### src/rtl/uart_rx_pkg.sv
// rtl/uart_rx_pkg.sv - shared types and constants for the UART receive core
package uart_rx_pkg;

    localparam int CLKS_PER_BIT_DEF = 10;
    localparam int DATA_BITS_DEF    = 8;

    // Bit index must be able to hold 0..DATA_BITS.
    function automatic int idx_width(input int data_bits);
        return $clog2(data_bits + 1);
    endfunction

    localparam int BIT_IDX_W = idx_width(DATA_BITS_DEF);

    typedef enum logic [2:0] {
        IDLE,
        START_CHK,
        DATA,
        STOP,
        LOAD
    } state_t;

endpackage

### src/rtl/uart_bit_timer.sv
// rtl/uart_bit_timer.sv - bit-period down-counter with one-cycle expire pulse
//   clk, n_rst  : clock, asynchronous active-low reset
//   load        : reload the counter with load_value and arm it
//   load_value  : cycles remaining minus one until expire
//   expire      : high for one cycle when an armed count reaches zero
module uart_bit_timer #(
    parameter int CLKS_PER_BIT = 10
) (
    input  logic                            clk,
    input  logic                            n_rst,
    input  logic                            load,
    input  logic [$clog2(CLKS_PER_BIT)-1:0] load_value,
    output logic                            expire
);

    localparam int W = $clog2(CLKS_PER_BIT);

    logic [W-1:0] count;
    logic         armed;

    // Counter parks at zero after expiring; it only runs again after a reload.
    always_ff @(posedge clk or negedge n_rst) begin
        if (!n_rst) begin
            count <= '0;
            armed <= 1'b0;
        end else if (load) begin
            count <= load_value;
            armed <= 1'b1;
        end else if (armed) begin
            if (count == '0) begin
                armed <= 1'b0;
            end else begin
                count <= count - W'(1);
            end
        end
    end

    assign expire = armed && (count == '0);

endmodule

### src/rtl/uart_rx_core.sv
// rtl/uart_rx_core.sv - UART receiver: start detect, mid-bit sampling, stop check
//   clk, n_rst     : clock, asynchronous active-low reset
//   serial_in      : synchronized serial line, idle high
//   data_read      : one-cycle pulse consuming the current byte
//   rx_data        : last good received byte
//   data_ready     : rx_data holds an unread byte
//   overrun_error  : a new byte overwrote an unread byte
//   framing_error  : last frame had a zero stop bit
module uart_rx_core
    import uart_rx_pkg::*;
#(
    parameter int CLKS_PER_BIT = CLKS_PER_BIT_DEF,
    parameter int DATA_BITS    = DATA_BITS_DEF
) (
    input  logic                 clk,
    input  logic                 n_rst,
    input  logic                 serial_in,
    input  logic                 data_read,
    output logic [DATA_BITS-1:0] rx_data,
    output logic                 data_ready,
    output logic                 overrun_error,
    output logic                 framing_error
);

    localparam int TW = $clog2(CLKS_PER_BIT);
    localparam int IW = idx_width(DATA_BITS);
    localparam logic [TW-1:0] HALF_LOAD = TW'(CLKS_PER_BIT / 2 - 1);
    localparam logic [TW-1:0] FULL_LOAD = TW'(CLKS_PER_BIT - 1);
    localparam logic [IW-1:0] LAST_IDX  = IW'(DATA_BITS - 1);

    state_t               state;
    state_t               state_next;
    logic                 prev;
    logic [DATA_BITS-1:0] shift_reg;
    logic [IW-1:0]        bit_idx;

    logic                 timer_load;
    logic [TW-1:0]        timer_value;
    logic                 expire;

    logic                 start_edge;
    logic                 shift_en;
    logic                 idx_clr;
    logic                 fe_set;
    logic                 fe_clr;
    logic                 load_byte;

    uart_bit_timer #(
        .CLKS_PER_BIT (CLKS_PER_BIT)
    ) u_bit_timer (
        .clk        (clk),
        .n_rst      (n_rst),
        .load       (timer_load),
        .load_value (timer_value),
        .expire     (expire)
    );

    // prev tracks the line in every state so a start bit right after
    // STOP/LOAD is still seen as a falling edge.
    assign start_edge = (state == IDLE) && !serial_in && prev;

    always_ff @(posedge clk or negedge n_rst) begin
        if (!n_rst) begin
            state <= IDLE;
        end else begin
            state <= state_next;
        end
    end

    always_comb begin
        state_next  = state;
        timer_load  = 1'b0;
        timer_value = FULL_LOAD;
        shift_en    = 1'b0;
        idx_clr     = 1'b0;
        fe_set      = 1'b0;
        fe_clr      = 1'b0;
        load_byte   = 1'b0;
        case (state)
            IDLE: begin
                if (start_edge) begin
                    state_next  = START_CHK;
                    timer_load  = 1'b1;
                    timer_value = HALF_LOAD;
                    fe_clr      = 1'b1;
                end
            end
            START_CHK: begin
                if (expire) begin
                    if (!serial_in) begin
                        state_next = DATA;
                        timer_load = 1'b1;
                        idx_clr    = 1'b1;
                    end else begin
                        state_next = IDLE;
                    end
                end
            end
            DATA: begin
                if (expire) begin
                    shift_en   = 1'b1;
                    timer_load = 1'b1;
                    if (bit_idx == LAST_IDX) begin
                        state_next = STOP;
                    end
                end
            end
            STOP: begin
                if (expire) begin
                    if (serial_in) begin
                        state_next = LOAD;
                    end else begin
                        fe_set     = 1'b1;
                        state_next = IDLE;
                    end
                end
            end
            LOAD: begin
                load_byte  = 1'b1;
                state_next = IDLE;
            end
            default: state_next = IDLE;
        endcase
    end

    always_ff @(posedge clk or negedge n_rst) begin
        if (!n_rst) begin
            prev          <= 1'b1;
            shift_reg     <= '0;
            bit_idx       <= '0;
            rx_data       <= '0;
            data_ready    <= 1'b0;
            overrun_error <= 1'b0;
            framing_error <= 1'b0;
        end else begin
            prev <= serial_in;

            // LSB arrives first, so bits enter at the MSB and walk down.
            if (shift_en) begin
                shift_reg <= {serial_in, shift_reg[DATA_BITS-1:1]};
            end

            if (idx_clr) begin
                bit_idx <= '0;
            end else if (shift_en) begin
                bit_idx <= bit_idx + IW'(1);
            end

            if (fe_clr) begin
                framing_error <= 1'b0;
            end else if (fe_set) begin
                framing_error <= 1'b1;
            end

            // A read coinciding with the load acknowledges the old byte,
            // so the new one is kept without flagging an overrun.
            if (load_byte) begin
                rx_data    <= shift_reg;
                data_ready <= 1'b1;
                if (data_read) begin
                    overrun_error <= 1'b0;
                end else if (data_ready) begin
                    overrun_error <= 1'b1;
                end
            end else if (data_read) begin
                data_ready    <= 1'b0;
                overrun_error <= 1'b0;
            end
        end
    end

endmodule

### config.mk
export PLATFORM = sky130hd
export DESIGN_NAME = uart_rx_core
export DESIGN_NICKNAME = d
export VERILOG_FILES = /design/src/rtl/uart_rx_pkg.sv /design/src/rtl/uart_bit_timer.sv /design/src/rtl/uart_rx_core.sv
export SDC_FILE = /design/constraint.sdc
export NUM_CORES = 1
export LEC_CHECK = 0
export CORE_ASPECT_RATIO = 0.6
export CORE_MARGIN = 2
export CORE_UTILIZATION = 25
export CTS_CLUSTER_SIZE = 14
export DETAILED_ROUTE_END_ITERATION = 12
export GPL_ROUTABILITY_DRIVEN = 0
export SETUP_SLACK_MARGIN = 0.15
export SKIP_CTS_REPAIR_TIMING = 1
export SYNTH_ARGS = -nofsm -noshare
export SYNTH_HDL_FRONTEND = slang
export SYNTH_SLANG_ARGS = --single-unit
### constraint.sdc
create_clock -name clk -period 1.8 [get_ports clk]
set_clock_uncertainty 0.15 [all_clocks]
set_input_delay 0.27 -clock clk [delete_from_list [all_inputs] [get_ports clk]]
set_output_delay 0.27 -clock clk [all_outputs]
set_load 0.05 [all_outputs]
**Yosys cells after proc, flatten, opt, wreduce, memory -nomap -nowiden**

Index checks and enable logic that the tools add are counted.

- Register bits after elaboration: 32
- ROM bits: 0
- Latch bits: 0
- Memories kept: 0
- Bits in writable memories: 0
- Output and inout port bits: 11
- Word-level logic and storage cells: 72

- Divide/modulo/power cells: 0
- Bitwise gates (word level): 0
- Equality and inequality tests: 11
- Shift operators: 0
- Reductions and logical operators: 14
- Add/subtract/negate cells: 2
- $mul: 0
- Muxes and demuxes: 35
- Magnitude comparators: 0

Operator list:

| kind | count |
|---|---|
| 2-to-1 mux 4 bit | 7 |
| 2-to-1 mux 1 bit | 19 |
| 2-to-1 mux 3 bit | 6 |
| != test 2 bit, second input constant | 6 |
| one-hot mux 3 bit (4 select lines) | 1 |
| nonzero test 2 bit | 5 |
| == test 3 x 2 -> 1 bit, second input constant | 2 |
| AND reduction 5 bit | 1 |
| adder 4 x 1 -> 4 bit, second input constant | 1 |
| == test 4 x 3 -> 1 bit, second input constant | 1 |
| zero test 4 bit | 1 |
| AND reduction 2 bit | 2 |
| subtractor 4 x 1 -> 4 bit, second input constant | 1 |
| == test 3 x 1 -> 1 bit, second input constant | 1 |
| == test 3 bit, second input constant | 1 |
| logical AND 1 bit | 3 |
| zero test 3 bit | 1 |
| one-hot mux 1 bit (3 select lines) | 1 |
| 2-to-1 mux 2 bit | 1 |
| zero test 1 bit | 1 |

**Depth between registers and ports, before layout**

Gate-level depths: netlist of the first run.

- Word-level depth: 7
- Depth in mapped cells: 7

**Modules after synthesis**

From an unflattened synthesis of the first run, not the netlist that was laid out.

- Cell total of the unflattened synthesis: 120
- Area total of the unflattened synthesis: 1460.2 sq um

By module, submodules not included:

| module | cells each | instances | sequential area each (sq um) | area an instance (sq um) |
|---|---|---|---|---|
| uart_rx_core | 88 | 1 | 676.9 | 1162.4 |
| uart_bit_timer | 32 | 1 | 125.1 | 297.8 |

**Worst setup path before layout of the first run**

OpenSTA, ideal clock, no wires.

- Kind: reg2reg
- Start point: register u_bit_timer.count[0]
- End point: register shift_reg[0]
- Setup slack: 60 ps
- Cell stages (with the launch flop): 7
- Path buffers: 1
- Data arrival time: 1466 ps
- Path through: dfrtp_1 > inv_1 > ha_1 > and4bb_2 > buf_4 > nand2_2 > mux2_2

- Longest elaborated chain between the ends: 4

Ends and longest elaborated chain:

| element | RTL line | source |
|---|---|---|
| start: declaration | uart_bit_timer.sv:18 | `logic [W-1:0] count;` |
| start signal: assignment | uart_bit_timer.sv:27 | `count <= load_value;` |
| start signal: assignment | uart_bit_timer.sv:33 | `count <= count - W'(1);` |
| zero test 4 bit | uart_bit_timer.sv:38 | `assign expire = armed && (count == '0);` |
| logical AND 1 bit | uart_bit_timer.sv:38 |  |
| 2-to-1 mux 1 bit | uart_rx_core.sv:100 | `if (expire) begin` |
| 2-to-1 mux 1 bit | uart_rx_core.sv:79 | `case (state)` |
| end signal: assignment | uart_rx_core.sv:140 | `shift_reg <= {serial_in, shift_reg[DATA_BITS-1:1]};` |
| end: declaration | uart_rx_core.sv:34 | `logic [DATA_BITS-1:0] shift_reg;` |

No other way between the ends.
A chain may end at the register's enable or synchronous reset.

**Worst setup path in the final report of the first run**

- Start point: register u_bit_timer.count[1]
- End point: register u_bit_timer.count[1]

- Longest elaborated chain between the ends: 6
- Elaborated cells on any way between the ends: 12

Ends and longest elaborated chain:

| element | RTL line |
|---|---|
| zero test 4 bit | uart_bit_timer.sv:30, uart_bit_timer.sv:38 |
| logical AND 1 bit | uart_bit_timer.sv:38 |
| 2-to-1 mux 1 bit, on equally long branches | uart_rx_core.sv:100, uart_rx_core.sv:89 |
| one-hot mux 1 bit (3 select lines) | uart_rx_core.sv:79 |
| != test 2 bit (no line) or nonzero test 2 bit (tied branches) | - |
| AND reduction 2 bit (no line) | - |

Parallel ways exist; a longest one is shown, timed or not. The select of a mux whose other input is x is not followed.

==> flow_metrics.env, run 1 <==
export IMPL_ys_types=34
export IMPL_setup_viol_count_final=0
export IMPL_placedCellCount=205
export IMPL_hold_path_class="in -> reg"
export IMPL_worst_path_buf_inv=1
export IMPL_clk_latency_ns=0.29
export IMPL_p_comb_share_pct=36.0
export IMPL_grt_overflow=0
export IMPL_synth_edff_count=0
export IMPL_totalPowerFinal_mw=2.80
export IMPL_peakVddDrop_mv=0.614
export IMPL_register_area_um2=806
export IMPL_wl_per_cell_um=13.1
export IMPL_vias_per_cell=4.68
export IMPL_cts_buffer_depth=2
export IMPL_ys_warnings_count=0
export IMPL_mostFrequentLayoutCells="dfrtp_1 (28), buf_4 (26), mux2_2 (15)"
export IMPL_grt_usage_pct=9.52
export IMPL_p_int_mw=1.83
export IMPL_syn_nets=123
export IMPL_path_cells="inv_2, ha_4, or3b_4, o31ai_4, a2bb2oi_2, nor2_1"
export IMPL_final_common_cell="dfrtp_1"
export IMPL_async_flop_share_pct=100
export IMPL_synth_main_ff_cell="dfrtp_1"
export IMPL_synth_area_mm2=0.00142
export IMPL_hold_viol=0
export IMPL_cp_max_fo=4
export IMPL_setup_ws_ns=0.106
export IMPL_p_switching_uw=966
export IMPL_drc=0
export IMPL_cpPeakStageDelay_ns=0.40
export IMPL_grt_setup_unrepaired="true"
export IMPL_final_antenna_net_count=0
export IMPL_fp_dieArea_mm2=0.00631
export IMPL_nFillCells=554
export IMPL_dp_worst_setup_slack_ns=-0.0422
export IMPL_multi_input_area_um2=627
export IMPL_critPathArrivalTime_ns=1.77
export IMPL_drtIter0Drc=33
export IMPL_grt_pass1_vias=1000
export IMPL_period_needed_ns=1.69
export IMPL_totalWireLength_mm=2.86
export IMPL_port_buffer_count=14
export IMPL_grt_antenna_before_repair=0
export IMPL_drt_first_pass_iters=4
export IMPL_path_clk_slew_ns=0.07
export IMPL_drive_above_1_share_pct=43.6
export IMPL_crit_type="reg -> reg"
export IMPL_yosysSeqAreaShare_pct=56.5
export IMPL_max_cap_viol_count=0
export IMPL_antenna_cells=0
export IMPL_htree_levels=2
export IMPL_pwr_share_seq_pct=40.1
export IMPL_cts_buffers=5
export IMPL_clock_sinks=32
export IMPL_switching_share_pct=34.5
export IMPL_die_h_um=62.4
export IMPL_final_max_slew_viol_count=0
export IMPL_power_density_mw_per_mm2=1500
export IMPL_coreArea_mm2=0.00552
export IMPL_post_dp_hpwl_mm=1.85
export IMPL_finish_utilization_pct=33.9
export IMPL_netlist_instances=116
export IMPL_clockPowerShare_pct=23.9
export IMPL_instances_no_fill=218
export IMPL_rows=21
export IMPL_endpoint_kind="flip-flop"
export IMPL_fin_crit_sh_pct=94.1
export IMPL_grt_max_degree=33
export IMPL_start_util_pct=25.7
export IMPL_crit_slowest_cell="or3b_4"
export IMPL_leakage_nw=0.900
export IMPL_io_pins=15
export IMPL_crit_required_ns=1.87
export IMPL_root_buffer="clkbuf_8"
export IMPL_vias=1020
export IMPL_nets=155
export IMPL_timing_fmax_ghz=0.590
export IMPL_worstMarginPinSlew_ns=0.403
export IMPL_syn_to_final_growth_pct=31.7
export IMPL_dieWidth_um=101
export IMPL_maxSlewHeadroom_pct=73.1
export IMPL_cts_tree="built"
export IMPL_grt_pass1_wl_mm=4.55
export IMPL_startpoint_type="flip-flop"
export IMPL_run_status="complete, no violations"
export IMPL_ys_ff_latch=32
export IMPL_avgSynthCellArea_um2=12.2
export IMPL_path_delay_family="simple AND/OR/NAND/NOR gates"
==> metrics by stage <==
step	TNS, ns	hold WS (ns)	cell area [um^2]
4_1_cts	-0.0196	0.237	1780
3_3_place_gp	0	0.331	1670
5_1_grt	0	0.171	1870
6_report	0	0.167	1870
2_1_floorplan	0	-0.176	1440
3_5_place_dp	-0.115	0.334	1670
==> power by group through the flow <==
stage	sequential, mW	combinational (mW)	clock [mW]
floorplan	1.11	0.561	0
global placement	1.11	0.806	0
detailed placement	1.10	0.800	0
CTS	1.09	0.806	0.695
global route	1.15	1.09	0.739
finish	1.12	1.01	0.669
==> cell families (layout without fill, tap and decap cells) <==
group           count (synthesis)  in the layout  share of synthesized area [%]
simple gates                   36             36                           15.9
flops                          32             32                           56.5
mux                            15             15                           11.9
fa+ha+maj                       3              3                           2.65
buf+inv                         8             41                           3.26
compound gates                 22             22                           9.79
==> layout make-up <==
type	instances	share of cell area, %
flip-flops and latches	32	43.1
multi-input cells	76	33.5
repair buffers	29	12.2
well taps	69	4.62
clock buffers	6	3.88
clock inverters	2	1.87
inverters	4	0.803
==> routing by layer <==
layer / wire length [um] / global-route usage (%) / vias up / share of wire (%)
met4: 93 / 7.77 / 0 / 3.3
li1: - / - / 489 / -
met1: 1410 / 13.3 / 505 / 49
met5: 0 / 0 / - / 0
met2: 1240 / 11.8 / 19 / 43
met3: 114 / 2.93 / 7 / 4.0
==> Yosys cell counts, types with 2 or more instances <==
cell type / n / area, um^2
inv_1: 4 / 15.0
nor3_1: 3 / 15.0
nor3b_1: 2 / 15.0
o21a_1: 2 / 15.0
a21oi_1: 6 / 30.0
nor2_1: 6 / 22.5
o21ai_0: 6 / 30.0
buf_4: 2 / 15.0
dfrtp_1: 31 / 776
mux2_2: 15 / 169
ha_1: 3 / 37.5
nand2_1: 11 / 41.3
nand3_1: 4 / 20.0
==> worst paths after layout <==
check	startpoint	endpoint	slack [ns]	cells past startpoint
worst min register to register	framing_error	framing_error	0.34	1
max in group asynchronous	n_rst	prev	0.95	2
worst max register to register	u_bit_timer.count[1]	u_bit_timer.count[1]	0.11	6
worst min-delay path	serial_in	prev	0.17	2
min in group asynchronous	n_rst	state[0]	0.22	2
worst max-delay path	u_bit_timer.count[1]	u_bit_timer.count[1]	0.11	6
Note: power is estimated with default switching activity, not from simulation.
==> inputs of run 2 (changes only) <==
--- a/config.mk
+++ b/config.mk
@@ -7,10 +7,11 @@
 export LEC_CHECK = 0
 export CORE_ASPECT_RATIO = 0.6
 export CORE_MARGIN = 2
-export CORE_UTILIZATION = 25
+export CORE_UTILIZATION = 49
 export CTS_CLUSTER_SIZE = 14
 export DETAILED_ROUTE_END_ITERATION = 12
 export GPL_ROUTABILITY_DRIVEN = 0
+export PLACE_DENSITY = 0.73
 export SETUP_SLACK_MARGIN = 0.15
 export SKIP_CTS_REPAIR_TIMING = 1
 export SYNTH_ARGS = -nofsm -noshare
==> run 2 against run 1 <==
Compared with the run above: sequential share of layout area rose by 0.84 points; flip-flop and latch count is the same; routed wire length fell by 3.7%; design area shrank 2.2%; register-to-register slack got worse by 0.04 ns; maximum frequency shrank 2.4%; worst hold slack better by 0.054 ns; power fell by 3.8%; utilization grew 31 points; via count fell by 2.0%; sequential power about the same; count of clock-buffer cells in the layout is 1 higher; largest power group unchanged.
==> flow_metrics.env, run 2 (synthesis results as in run 1) <==
export IMPL_power_density_mw_per_mm2=1470
export IMPL_cp_max_fo=4
export IMPL_fp_dieArea_mm2=0.00336
export IMPL_drtIter0Drc=40
export IMPL_crit_end="u_bit_timer.count[1]"
export IMPL_hold_viol=0
export IMPL_clk_latency_ns=0.28
export IMPL_multi_input_area_um2=631
export IMPL_syn_to_final_growth_pct=28.8
export IMPL_period_needed_ns=1.74
export IMPL_r2r_end="u_bit_timer.count[1]"
export IMPL_timing_fmax_ghz=0.576
export IMPL_hold_slack_ns=0.221
export IMPL_worstMarginPinSlew_ns=0.385
export IMPL_dieWidth_um=73.5
export IMPL_endpoint_kind="flip-flop"
export IMPL_path_depth=6
export IMPL_setup_ws_ns=0.0645
export IMPL_nFillCells=205
export IMPL_final_common_cell="dfrtp_1"
export IMPL_crit_slowest_cell="dfrtp_1"
export IMPL_max_cap_viol_count=0
export IMPL_start_util_pct=50.4
export IMPL_critical_path_startpoint="u_bit_timer.count[0]"
export IMPL_run_status="complete, no violations"
export IMPL_r2r_setup_slack_ns=0.06
export IMPL_cts_buffers=5
export IMPL_switching_share_pct=34.9
export IMPL_drt_first_pass_iters=4
export IMPL_critPathArrivalTime_ns=1.80
export IMPL_p_comb_share_pct=37.6
export IMPL_fin_crit_sh_pct=96.4
export IMPL_r2r_start="u_bit_timer.count[0]"
export IMPL_fin_area_mm2=0.00183
export IMPL_ff2ff_path_depth=6
export IMPL_root_buffer="clkbuf_8"
export IMPL_antenna_cells=0
export IMPL_cpPeakStageDelay_ns=0.42
export IMPL_die_h_um=45.7
export IMPL_clock_sinks=32
export IMPL_grt_antenna_before_repair=0
export IMPL_io_pins=15
export IMPL_maxSlewHeadroom_pct=74.3
export IMPL_p_int_mw=1.75
export IMPL_path_cells="inv_2, ha_4, or3b_4, o31ai_4, a2bb2oi_2, nor2_1"
export IMPL_drive_above_1_share_pct=42.7
export IMPL_dp_worst_setup_slack_ns=-0.0727
export IMPL_leakage_nw=0.901
export IMPL_nets=157
export IMPL_htree_levels=2
export IMPL_wl_per_cell_um=15.0
export IMPL_hold_path_class="in -> async"
export IMPL_clockPowerShare_pct=21.6
export IMPL_worst_path_buf_inv=1
export IMPL_pwr_share_seq_pct=40.8
export IMPL_grt_overflow=0
export IMPL_grt_pass1_vias=978
export IMPL_grt_pass1_wl_mm=4.32
export IMPL_coreArea_mm2=0.00282
export IMPL_rows=15
export IMPL_postPlaceCellArea_mm2=0.00162
export IMPL_setup_viol_count_final=0
export IMPL_totalWireLength_mm=2.75
export IMPL_vias=1000
export IMPL_path_delay_family="simple AND/OR/NAND/NOR gates"
export IMPL_crit_required_ns=1.86
export IMPL_startpoint_type="flip-flop"
export IMPL_port_buffer_count=14
export IMPL_drc=0
export IMPL_peakVddDrop_mv=0.870
export IMPL_cts_tree="built"
export IMPL_vias_per_cell=5.43
export IMPL_final_max_slew_viol_count=0
export IMPL_register_area_um2=803
export IMPL_post_dp_hpwl_mm=1.85
export IMPL_grt_setup_unrepaired="true"
export IMPL_crit_type="reg -> reg"
export IMPL_path_clk_slew_ns=0.06
export IMPL_mostFrequentLayoutCells="dfrtp_1 (30), buf_4 (28), mux2_2 (15)"
export IMPL_setup_tns_final_ns=0
export IMPL_cts_buffer_depth=2
export IMPL_grt_max_degree=33
export IMPL_final_antenna_net_count=0
export IMPL_p_switching_uw=938
export IMPL_grt_usage_pct=18.4
run 2: cell type report:
type | count | share of cell area [%]
Multi-Input combinational cell | 76 | 34.5
Inverter | 4 | 0.821
Timing Repair Buffer | 31 | 13.1
Clock buffer | 7 | 5.27
Tap cell | 34 | 2.33
Sequential cell | 32 | 43.9
run 2: through the flow:
stage               util (%)  power (mW)  instances
floorplan                  -        1.67        116
global placement        57.6        1.86        169
detailed placement      57.6        1.89        169
CTS                     61.1        2.48        176
global route            64.9        2.86        184
finish                  64.9        2.69        184
run 2: how the worst min path moves through the flow:
| stage | startpoint | slack, ns | cells past startpoint | endpoint |
|---|---|---|---|---|
| CTS | n_rst | 0.23 | 2 | overrun_error |
| finish | n_rst | 0.22 | 2 | overrun_error |
| floorplan | n_rst | -0.18 | 0 | bit_idx[0] |
| detailed placement | framing_error | 0.35 | 1 | framing_error |
| global placement | framing_error | 0.33 | 1 | framing_error |
| global route | n_rst | 0.27 | 2 | shift_reg[1] |
run 2: power groups by stage:
stage | combinational [mW] | sequential [mW] | clock [mW]
2_1_floorplan | 0.561 | 1.11 | 0
3_3_place_gp | 0.788 | 1.07 | 0
3_5_place_dp | 0.816 | 1.08 | 0
4_1_cts | 0.813 | 1.07 | 0.593
5_1_grt | 1.10 | 1.13 | 0.630
6_report | 1.01 | 1.10 | 0.581
run 2: layer usage:
metal	track usage, %	wire (um)	share of wire, %
met1	21.0	1260	46
met2	30.0	1340	49
met3	9.29	111	4.0
met4	7.27	46	1.7
met5	0	0	0
==> inputs of run 3 (changes only) <==
--- a/config.mk
+++ b/config.mk
@@ -7,11 +7,11 @@
 export LEC_CHECK = 0
 export CORE_ASPECT_RATIO = 0.6
 export CORE_MARGIN = 2
-export CORE_UTILIZATION = 49
+export CORE_UTILIZATION = 55
 export CTS_CLUSTER_SIZE = 14
 export DETAILED_ROUTE_END_ITERATION = 12
 export GPL_ROUTABILITY_DRIVEN = 0
-export PLACE_DENSITY = 0.73
+export PLACE_DENSITY = 0.78
 export SETUP_SLACK_MARGIN = 0.15
 export SKIP_CTS_REPAIR_TIMING = 1
 export SYNTH_ARGS = -nofsm -noshare
==> constraint.sdc (replaced) <==
create_clock -name clk -period 2.15 [get_ports clk]
set_clock_uncertainty 0.15 [all_clocks]
set_input_delay 0.3225 -clock clk [delete_from_list [all_inputs] [get_ports clk]]
set_output_delay 0.3225 -clock clk [all_outputs]
set_load 0.005 [all_outputs]
==> run 3 against run 2 <==
Compared with the run above: sequential share of layout area increased by 3.8 points; cell count decreased by 8.7%; critical endpoint is now shift_reg[6]; non-clock buffer count decreased by 15; register-to-register slack improved by 0.20 ns; power decreased by 29%.
==> flow_metrics.env, run 3 (synthesis results as in run 1) <==
export IMPL_post_dp_hpwl_mm=1.76
export IMPL_crit_required_ns=2.16
export IMPL_endpoint_kind="flip-flop"
export IMPL_startpoint_type="flip-flop"
export IMPL_coreArea_mm2=0.00247
export IMPL_final_common_cell="dfrtp_1"
export IMPL_leakage_nw=0.785
export IMPL_cp_max_fo=10
export IMPL_r2r_setup_slack_ns=0.26
export IMPL_critPathArrivalTime_ns=1.90
export IMPL_cts_buffer_depth=2
export IMPL_peakVddDrop_mv=0.697
export IMPL_clock_sinks=32
export IMPL_hold_viol=0
export IMPL_final_antenna_net_count=0
export IMPL_grt_pass1_wl_mm=4.26
export IMPL_rows=14
export IMPL_start_util_pct=57.4
export IMPL_grt_pass1_vias=890
export IMPL_antenna_cells=0
export IMPL_nFillCells=168
export IMPL_die_h_um=43.3
export IMPL_vias_per_cell=5.68
export IMPL_timing_fmax_ghz=0.529
export IMPL_mostFrequentLayoutCells="dfrtp_1 (31), mux2_2 (15), clkdlybuf4s50_1 (14)"
export IMPL_setup_viol_count_final=0
export IMPL_cts_buffers=5
export IMPL_worstMarginPinSlew_ns=0.414
export IMPL_path_clk_slew_ns=0.07
export IMPL_grt_max_degree=33
export IMPL_r2r_start="u_bit_timer.count[0]"
export IMPL_io_pins=15
export IMPL_crit_type="reg -> reg"
export IMPL_maxSlewHeadroom_pct=72.1
export IMPL_multi_input_area_um2=576
export IMPL_clk_latency_ns=0.28
export IMPL_max_cap_viol_count=0
export IMPL_grt_setup_unrepaired="false"
export IMPL_wl_per_cell_um=14.7
export IMPL_grt_overflow=0
export IMPL_drc=0
export IMPL_vias=954
export IMPL_period_needed_ns=1.89
export IMPL_finish_utilization_pct=68.0
export IMPL_power_density_mw_per_mm2=1140
export IMPL_drtIter0Drc=73
export IMPL_fp_dieArea_mm2=0.00302
export IMPL_cts_tree="built"
export IMPL_grt_antenna_before_repair=0
export IMPL_htree_levels=2
export IMPL_run_status="complete, no violations"
export IMPL_final_max_slew_viol_count=0
export IMPL_fin_crit_sh_pct=87.9
export IMPL_nets=142
export IMPL_register_area_um2=802
export IMPL_drt_first_pass_iters=4
export IMPL_setup_tns_final_ns=0
export IMPL_dieWidth_um=69.6
export IMPL_grt_usage_pct=18.8
export IMPL_totalWireLength_mm=2.47
export IMPL_syn_to_final_growth_pct=18.4
export IMPL_critical_path_startpoint="u_bit_timer.count[0]"
export IMPL_drive_above_1_share_pct=22.8
export IMPL_root_buffer="clkbuf_8"
export IMPL_hold_path_class="in -> async"
export IMPL_port_buffer_count=14
run 3: cell types whose count changed in the layout (fill, tap and decap cells not counted), moves of 2 or more:
cell and change:
o21ai_0 +3, inv_1 +2, buf_4 -26, inv_2 -2
clkdlybuf4s50_1 +11, o21ai_1 -3, nor3b_1 +2, clkinv_2 +2
run 3: stage by stage:
stage / std cells / hold slack, ns / worst slack, ns / instance area (um^2) / total power [mW]
after floorplan: 116 / -0.123 / 0.410 / 1420 / 1.30
after global placement: 160 / 0.326 / 0.270 / 1580 / 1.41
after detailed placement: 160 / 0.346 / 0.150 / 1580 / 1.45
after CTS: 168 / 0.299 / 0.253 / 1680 / 1.91
after global routing: 168 / 0.329 / 0.157 / 1680 / 2.05
final: 168 / 0.282 / 0.260 / 1680 / 1.91
run 3: power by group:
| group | total, mW | switching (mW) | internal [mW] |
|---|---|---|---|
| registers | 0.924 | 0.171 | 0.753 |
| clock network | 0.459 | 0.204 | 0.255 |
| logic | 0.528 | 0.253 | 0.275 |
| total | 1.91 | 0.628 | 1.28 |
run 3: path summary, 6_finish.rpt:
| kind | endpoint | cells past startpoint |
|---|---|---|
| max in group asynchronous | prev | 2 |
| worst max register to register | shift_reg[6] | 5 |
| worst min register to register | rx_data[3] | 1 |
| worst max-delay path | shift_reg[6] | 5 |
| min in group clk | rx_data[3] | 1 |
| worst min-delay path | rx_data[1] | 2 |
run 3: layout make-up:
type / instances / area share, %
clock buffers: 6 / 4.91
clock inverters: 2 / 0.596
inverters: 4 / 0.894
multi-input cells: 76 / 34.3
flip-flops and latches: 32 / 47.7
well taps: 32 / 2.38
repair buffers: 16 / 9.23
run 3: metal layers:
| layer | GRT usage, % | part of all wire [%] | up-vias |
|---|---|---|---|
| met3 | 7.21 | 4.6 | 2 |
| met2 | 27.7 | 45 | 22 |
| met5 | 0 | 0 | - |
| met4 | 6.27 | 0.41 | 0 |
| met1 | 26.2 | 49 | 472 |
| li1 | - | - | 458 |
run 3: critical path, stage by stage (launching register included):
cell	delay (ns)
dfrtp_1	0.40
inv_1	0.11
ha_1	0.21
and4bb_2	0.38
nand2_2	0.20
mux2_2	0.32
